File: src/rtl/shim_sts_pkg.sv
// ============================================================================
// Package     : shim_sts_pkg
// Description : Shared constants and helpers for the status CDC front-end
//               (shim_sts_sync_latch and shim_sts_sync_field).
// Contents    : DEFAULT_SYNC_DEPTH, DEFAULT_STABLE_COUNT, clog2_min1()
// Revision    : 1.0 - initial release
// ============================================================================
`default_nettype none

package shim_sts_pkg;

   localparam int DEFAULT_SYNC_DEPTH   = 3;
   localparam int DEFAULT_STABLE_COUNT = 2;

   // Ceiling log2 clamped to at least 1, so an index port never collapses to
   // zero width when there is only a single field.
   function automatic int clog2_min1(input int n);
      int r;
      r = 0;
      for (int i = 0; i < 31; i++) begin
         if ((1 << i) < n) begin
            r = i + 1;
         end
      end
      return (r < 1) ? 1 : r;
   endfunction

endpackage : shim_sts_pkg

`default_nettype wire

File: src/rtl/shim_sts_sync_field.sv
// ============================================================================
// Module      : shim_sts_sync_field
// Description : One status field: multi-flop synchroniser, previous-sample
//               register, saturating stability counter and debounced live
//               value.
// Ports       : clk_i        clock
//               rst_i        synchronous active-high reset
//               din_i        asynchronous field input
//               live_o       debounced value (registered)
//               live_next_o  value live_o takes on the next edge
//               stable_o     stability counter saturated (registered)
// Revision    : 1.0 - initial release
// ============================================================================
`default_nettype none

module shim_sts_sync_field
   import shim_sts_pkg::*;
#(
   parameter int FIELD_W      = 8,
   parameter int DEPTH        = DEFAULT_SYNC_DEPTH,
   parameter int STABLE_COUNT = DEFAULT_STABLE_COUNT
) (
   input  logic               clk_i,
   input  logic               rst_i,
   input  logic [FIELD_W-1:0] din_i,
   output logic [FIELD_W-1:0] live_o,
   output logic [FIELD_W-1:0] live_next_o,
   output logic               stable_o
);

   localparam int               CNT_W   = $clog2(STABLE_COUNT + 1);
   localparam logic [CNT_W-1:0] CNT_MAX = CNT_W'(STABLE_COUNT);

   logic [FIELD_W-1:0] sync_q [DEPTH];
   logic [FIELD_W-1:0] last;
   logic [FIELD_W-1:0] prev_q;
   logic [FIELD_W-1:0] live_q, live_d;
   logic [CNT_W-1:0]   cnt_q, cnt_d;
   logic               stable_q;

   always_comb begin
      last  = sync_q[DEPTH-1];
      cnt_d = '0;
      if (last == prev_q) begin
         // Saturate rather than wrap so a long-settled field stays settled.
         cnt_d = (cnt_q == CNT_MAX) ? CNT_MAX : cnt_q + CNT_W'(1);
      end
      // Only a value that has been seen unchanged for the full count is
      // promoted; otherwise the last accepted value is held.
      live_d = (cnt_q == CNT_MAX) ? prev_q : live_q;
   end

   always_ff @(posedge clk_i) begin
      if (rst_i) begin
         for (int k = 0; k < DEPTH; k++) begin
            sync_q[k] <= '0;
         end
         prev_q   <= '0;
         cnt_q    <= '0;
         live_q   <= '0;
         stable_q <= 1'b0;
      end else begin
         sync_q[0] <= din_i;
         for (int k = 1; k < DEPTH; k++) begin
            sync_q[k] <= sync_q[k-1];
         end
         prev_q   <= last;
         cnt_q    <= cnt_d;
         live_q   <= live_d;
         stable_q <= (cnt_d == CNT_MAX);
      end
   end

   assign live_o      = live_q;
   assign live_next_o = live_d;
   assign stable_o    = stable_q;

endmodule : shim_sts_sync_field

`default_nettype wire

File: src/rtl/shim_sts_sync_latch.sv
// ============================================================================
// Module      : shim_sts_sync_latch
// Description : Status CDC front-end. Synchronises and debounces NUM_FIELDS
//               status fields from a foreign clock domain and presents live
//               value, rising-edge pulses, sticky bits with masked clear and
//               a maskable interrupt in the aclk domain.
// Ports       : aclk, areset           clock / synchronous active-high reset
//               din                    async status bus (field f at f*FIELD_W)
//               clr, clr_mask          sticky clear strobe and bit mask
//               irq_mask               sticky bits contributing to irq
//               sts_live, sts_rise     debounced value, 0->1 pulses
//               sts_sticky             latched status bits
//               field_stable           per-field settled flag
//               irq                    registered |(sts_sticky & irq_mask)
//               first_fault_vld/_idx   only with SHIM_STS_FIRST_FAULT_EN
// Options     : `define SHIM_STS_FIRST_FAULT_EN adds first-fault capture.
// Revision    : 1.0 - initial release
// ============================================================================
`default_nettype none

module shim_sts_sync_latch
   import shim_sts_pkg::*;
#(
   parameter int NUM_FIELDS   = 8,
   parameter int FIELD_W      = 8,
   parameter int DEPTH        = DEFAULT_SYNC_DEPTH,
   parameter int STABLE_COUNT = DEFAULT_STABLE_COUNT
) (
   input  logic                          aclk,
   input  logic                          areset,
   input  logic [NUM_FIELDS*FIELD_W-1:0] din,
   input  logic                          clr,
   input  logic [NUM_FIELDS*FIELD_W-1:0] clr_mask,
   input  logic [NUM_FIELDS*FIELD_W-1:0] irq_mask,
   output logic [NUM_FIELDS*FIELD_W-1:0] sts_live,
   output logic [NUM_FIELDS*FIELD_W-1:0] sts_rise,
   output logic [NUM_FIELDS*FIELD_W-1:0] sts_sticky,
   output logic [NUM_FIELDS-1:0]         field_stable,
   output logic                          irq
`ifdef SHIM_STS_FIRST_FAULT_EN
   ,
   output logic                                 first_fault_vld,
   output logic [clog2_min1(NUM_FIELDS)-1:0]    first_fault_idx
`endif
);

   localparam int NW = NUM_FIELDS * FIELD_W;

   logic [NW-1:0] live, live_next;
   logic [NW-1:0] clr_bits;
   logic [NW-1:0] rise_q, rise_d;
   logic [NW-1:0] sticky_q, sticky_d;
   logic          irq_q, irq_d;

   for (genvar f = 0; f < NUM_FIELDS; f++) begin : g_field
      shim_sts_sync_field #(
         .FIELD_W      (FIELD_W),
         .DEPTH        (DEPTH),
         .STABLE_COUNT (STABLE_COUNT)
      ) u_field (
         .clk_i       (aclk),
         .rst_i       (areset),
         .din_i       (din[f*FIELD_W +: FIELD_W]),
         .live_o      (live[f*FIELD_W +: FIELD_W]),
         .live_next_o (live_next[f*FIELD_W +: FIELD_W]),
         .stable_o    (field_stable[f])
      );
   end

   always_comb begin
      clr_bits = clr ? clr_mask : '0;
      // OR-ing live in after the clear makes a still-present fault win.
      sticky_d = (sticky_q & ~clr_bits) | live;
      // Using next-live aligns the pulse with the first cycle live reads 1.
      rise_d   = live_next & ~live;
      irq_d    = |(sticky_q & irq_mask);
   end

   always_ff @(posedge aclk) begin
      if (areset) begin
         rise_q   <= '0;
         sticky_q <= '0;
         irq_q    <= 1'b0;
      end else begin
         rise_q   <= rise_d;
         sticky_q <= sticky_d;
         irq_q    <= irq_d;
      end
   end

   assign sts_live   = live;
   assign sts_rise   = rise_q;
   assign sts_sticky = sticky_q;
   assign irq        = irq_q;

`ifdef SHIM_STS_FIRST_FAULT_EN
   localparam int IDX_W = clog2_min1(NUM_FIELDS);

   logic [NUM_FIELDS-1:0] new_fault;
   logic                  ff_vld_q, ff_vld_d;
   logic [IDX_W-1:0]      ff_idx_q, ff_idx_d;

   always_comb begin
      ff_vld_d = ff_vld_q;
      ff_idx_d = ff_idx_q;
      for (int f = 0; f < NUM_FIELDS; f++) begin
         new_fault[f] = (sticky_q[f*FIELD_W +: FIELD_W] == '0) &&
                        (sticky_d[f*FIELD_W +: FIELD_W] != '0);
      end
      if (clr && (&clr_mask)) begin
         ff_vld_d = 1'b0;
         ff_idx_d = '0;
      end else if (!ff_vld_q && (|new_fault)) begin
         ff_vld_d = 1'b1;
         // Descending scan so the lowest faulting index is the last written.
         for (int f = NUM_FIELDS - 1; f >= 0; f--) begin
            if (new_fault[f]) begin
               ff_idx_d = IDX_W'(f);
            end
         end
      end
   end

   always_ff @(posedge aclk) begin
      if (areset) begin
         ff_vld_q <= 1'b0;
         ff_idx_q <= '0;
      end else begin
         ff_vld_q <= ff_vld_d;
         ff_idx_q <= ff_idx_d;
      end
   end

   assign first_fault_vld = ff_vld_q;
   assign first_fault_idx = ff_idx_q;
`endif

endmodule : shim_sts_sync_latch

`default_nettype wire

File: config.mk
export PLATFORM = sky130hd
export DESIGN_NAME = shim_sts_sync_latch
export DESIGN_NICKNAME = d
export VERILOG_FILES = /design/src/rtl/shim_sts_pkg.sv /design/src/rtl/shim_sts_sync_field.sv /design/src/rtl/shim_sts_sync_latch.sv
export SDC_FILE = /design/constraint.sdc
export NUM_CORES = 1
export LEC_CHECK = 0
export BUFFER_PORTS_ARGS = -buffer_cell sky130_fd_sc_hd__buf_2
export CAP_MARGIN = 20
export CORE_AREA = 2 2 162 203
export CTS_CLUSTER_SIZE = 30
export DETAILED_ROUTE_END_ITERATION = 8
export DIE_AREA = 0 0 164 205
export GPL_ROUTABILITY_DRIVEN = 0
export GPL_TIMING_DRIVEN = 0
export HOLD_SLACK_MARGIN = 0.05
export PLACE_DENSITY = 0.75
export SYNTH_ARGS = -nofsm -noshare
export SYNTH_HDL_FRONTEND = slang
export SYNTH_HIERARCHICAL = 1
export SYNTH_SLANG_ARGS = --single-unit
File: constraint.sdc
create_clock -name aclk -period 1.6 [get_ports aclk]
set_clock_uncertainty 0.1 [all_clocks]
set_input_delay 0.08 -clock aclk [delete_from_list [all_inputs] [get_ports aclk]]
set_output_delay 0.08 -clock aclk [all_outputs]
set_load 0.03 [all_outputs]
==> impl_metrics.csv <==
group,metric,value,unit
status,status,"complete, but fails checks",
status,violations,"negative setup slack",
final_layout,final_util,68.1,%
detailed_routing,vias_per_cell,4.91,
floorplanning,boundaryPins,396,
global_route,use_met2,47.7,%
logic_synthesis,syn_area,0.0157,sq mm
flow_run,cap_violations,0,
final_layout,final_nets,2214,
floorplanning,core-area,0.0317,sq mm
floorplanning,rows,73,
clocking,cts_max_path_buffers,3,
detailed_routing,vias,12039,
clocking,cts_made_buffers,45,
global_route,grt_pass1_vias,12241,
floorplanning,die_h,205,microns
power,vdd_drop_max,0.871,mV
final_layout,multi_input_area,0.00582,sq mm
clocking,cts-root-buf,"clkbuf_16",
clocking,clkLatencyLatePin,550,ps
global_route,grt_overflow,0,
critical_path,path_class,"reg2reg",
critical_path,critPathLaunchType,"register",
sta,max-slew-margin-rel,49.7,%
critical_path,path_max_fanout,3,
detailed_routing,drc,0,
place,hpwl,32100,microns
critical_path,crit_path_end_kind,"register",
logic_synthesis,synth_async_sr_flop_share,0,%
critical_path,cp_data_required_time,1920,ps
critical_path,worst_r2r_path_depth,4,
logic_synthesis,syn_avg_cell_area,11.3,sq um
sta,worst_slew_pin_slew,754,ps
sta,period_share,108,%
logic_synthesis,syn-num-nets,1594,
sta,fin_ws,-132,ps
hold_path,hp-class,"in2reg",
place,placedInstanceArea,0.0182,sq mm
global_route,antenna_found_initial,2,
final_layout,regArea,0.00948,sq mm
clocking,clk_transition_reported_paths,60,ps
floorplanning,initial_core_util,49.4,%
floorplanning,die_x,164,microns
hold_path,hold_depth,6,
global_route,grt_use_total,27.0,%
sta,period_needed,1730,ps
sta,finalSetupTns,-132,ps
logic_synthesis,ys_types,26,
critical_path,arrival,2050,ps
sta,finalHoldViolations,0,
global_route,gr-usage-met3,7.15,%
sta,final-setup-viol-count,1,
logic_synthesis,synth_cells,1383,
place,port_buffers,394,
final_layout,fill_cells,2200,
global_route,grt_max_degree,53,
logic_synthesis,synth_ff_type,"dfxtp_1",
clocking,clock-sinks,473,
detailed_routing,initialDrtViolationCount,588,
detailed_routing,postRouteWirelength,46600,microns
detailed_routing,ant_nets,0,
logic_synthesis,yosys_warnings,6,
final_layout,fin_area,0.0216,sq mm
logic_synthesis,synth_edf_count,0,
detailed_routing,dr.pass1.iters,5,
final_layout,drive_above_1_share,29.3,%
floorplanning,die_area,0.0336,sq mm
final_layout,final_cells,2451,
clocking,cts_max_level,2,
logic_synthesis,ys_ff_latch,473,
place,dpl.cell_count,2189,
power,p_per_area,1140,mW/mm^2
global_route,met1_usage,28.8,%
sta,fmax,577,MHz
power,power.total,24700,uW
detailed_routing,wl_per_cell,19.0,microns
sta,maxSlewViolCount,0,
final_layout,syn2layout_area_growth,37.7,%
power,p_leak,0.00958,uW
global_route,grt_pass1_wl,67600,microns
clocking,cts_tree,"done",
global_route,top_usage_layer,"met2",
sta,rsz0062_at_grt,"yes",
logic_synthesis,seq_area_frac_synth,60.4,%
==> cells by family after synthesis <==
| logic type | share of synthesized area [%] |
|---|---|
| AO/OA/AOI/OAI | 3.91 |
| adder cells (fa/ha/maj) | 1.28 |
| buffers and inverters | 2.78 |
| flip-flops | 60.4 |
| XOR/XNOR | 3.58 |
| multiplexers | 5.75 |
| AND/OR/NAND/NOR | 22.3 |
==> flip-flops by register name, indices dropped and copies added (netlist names) <==
register                  cells
g_field.u_field/cnt_q        16
g_field.u_field/live_o       64
g_field.u_field/prev_q       64
g_field.u_field/stable_o      8
g_field.u_field/sync_q      192
irq                           1
sts_rise                     64
sts_sticky                   64
==> area by class of cell <==
class,instances,share of cell area [%]
Tap cell,412,2.39
Multi-Input combinational cell,817,27.0
Antenna cell,1,0.0116
Clock inverter,20,0.998
Clock buffer,62,6.18
Sequential cell,473,44.0
Timing Repair Buffer,574,17.5
Buffer,60,1.44
Inverter,32,0.557
==> final timing paths <==
check | slack (ps) | from | end
max | -130 | sts_sticky[6]$_SDFF_PP0_ | irq$_SDFF_PP0_
min | 110 | irq_mask[52] | irq$_SDFF_PP0_
max reg2reg | -130 | sts_sticky[6]$_SDFF_PP0_ | irq$_SDFF_PP0_
min reg2reg | 330 | g_field[6].u_field/sync_q[0][15]$_SDFF_PP0_ | g_field[6].u_field/sync_q[0][23]$_SDFF_PP0_
==> placed cells by master (no fill, tap or decap), types with 2 or more instances in the layout <==
cell type      count
mux2_2            16
dfxtp_1          467
nand2b_1           8
dfxtp_4            2
clkinv_2          12
a221oi_2           5
nor2b_1          272
ha_1              16
buf_2            414
dfxtp_2            4
clkbuf_8          10
nor4_1            24
nor2b_4           16
a22oi_1           13
a22o_1             8
nor3b_1           64
and2b_1           32
mux2_4            48
buf_6              8
a221oi_1           3
nand2_1           72
bufinv_16          4
nor2_1            64
inv_1             32
clkbuf_16         47
a21oi_1           65
nand4_1           13
buf_4              2
clkinvlp_4         2
clkbuf_1          34
xnor2_1           64
buf_1              2
nand3_1            8
dlygate4sd3_1    179
==> worst max-delay path: stages, from the launching register on <==
cell	delay [ps]
dfxtp_4	390
a22oi_2	400
nand4_1	350
nor3_4	270
a21oi_1	80
==> power breakdown <==
group / switching (uW) / total, uW / internal, uW
clock network: 4390 / 10900 / 6490
registers: 105 / 12200 / 12100
logic: 800 / 1650 / 851
==> layer usage <==
metal  vias to the layer above  part of all wire (%)
li1                       5751                     -
met1                      5644                    38
met2                       509                    49
met3                       133                   7.4
met4                         2                   5.7
met5                         -                 0.026
==> Yosys cell counts (21+ instances only) <==
cell type | count | area [sq um]
and2b_1 | 32 | 240
nand2_1 | 72 | 270
nor3b_1 | 64 | 480
a21oi_1 | 65 | 325
xnor2_1 | 64 | 561
clkbuf_1 | 30 | 113
mux2_4 | 48 | 721
inv_1 | 32 | 120
dfxtp_1 | 473 | 9470
nor2b_1 | 272 | 1700
buf_2 | 21 | 105
nor2_1 | 64 | 240
nor4_1 | 24 | 150
==> metrics by stage <==
| step | setup WS [ps] | hold WS (ps) |
|---|---|---|
| finish | -132 | 113 |
| global route | -101 | 122 |
| CTS | -97.7 | 57.2 |
| detailed placement | -975 | 194 |
| global placement | -962 | 190 |
| floorplan | 220 | 108 |
==> repair_timing <==
action,in CTS,in global routing
buffers inserted,1,0
endpoints found under the hold margin,129,0
pin swaps,5,4
setup endpoints to repair,101,2
hold buffers,179,0
cloned,0,0
gates resized for setup,13,5
Note: power is estimated with default switching activity, not from simulation.
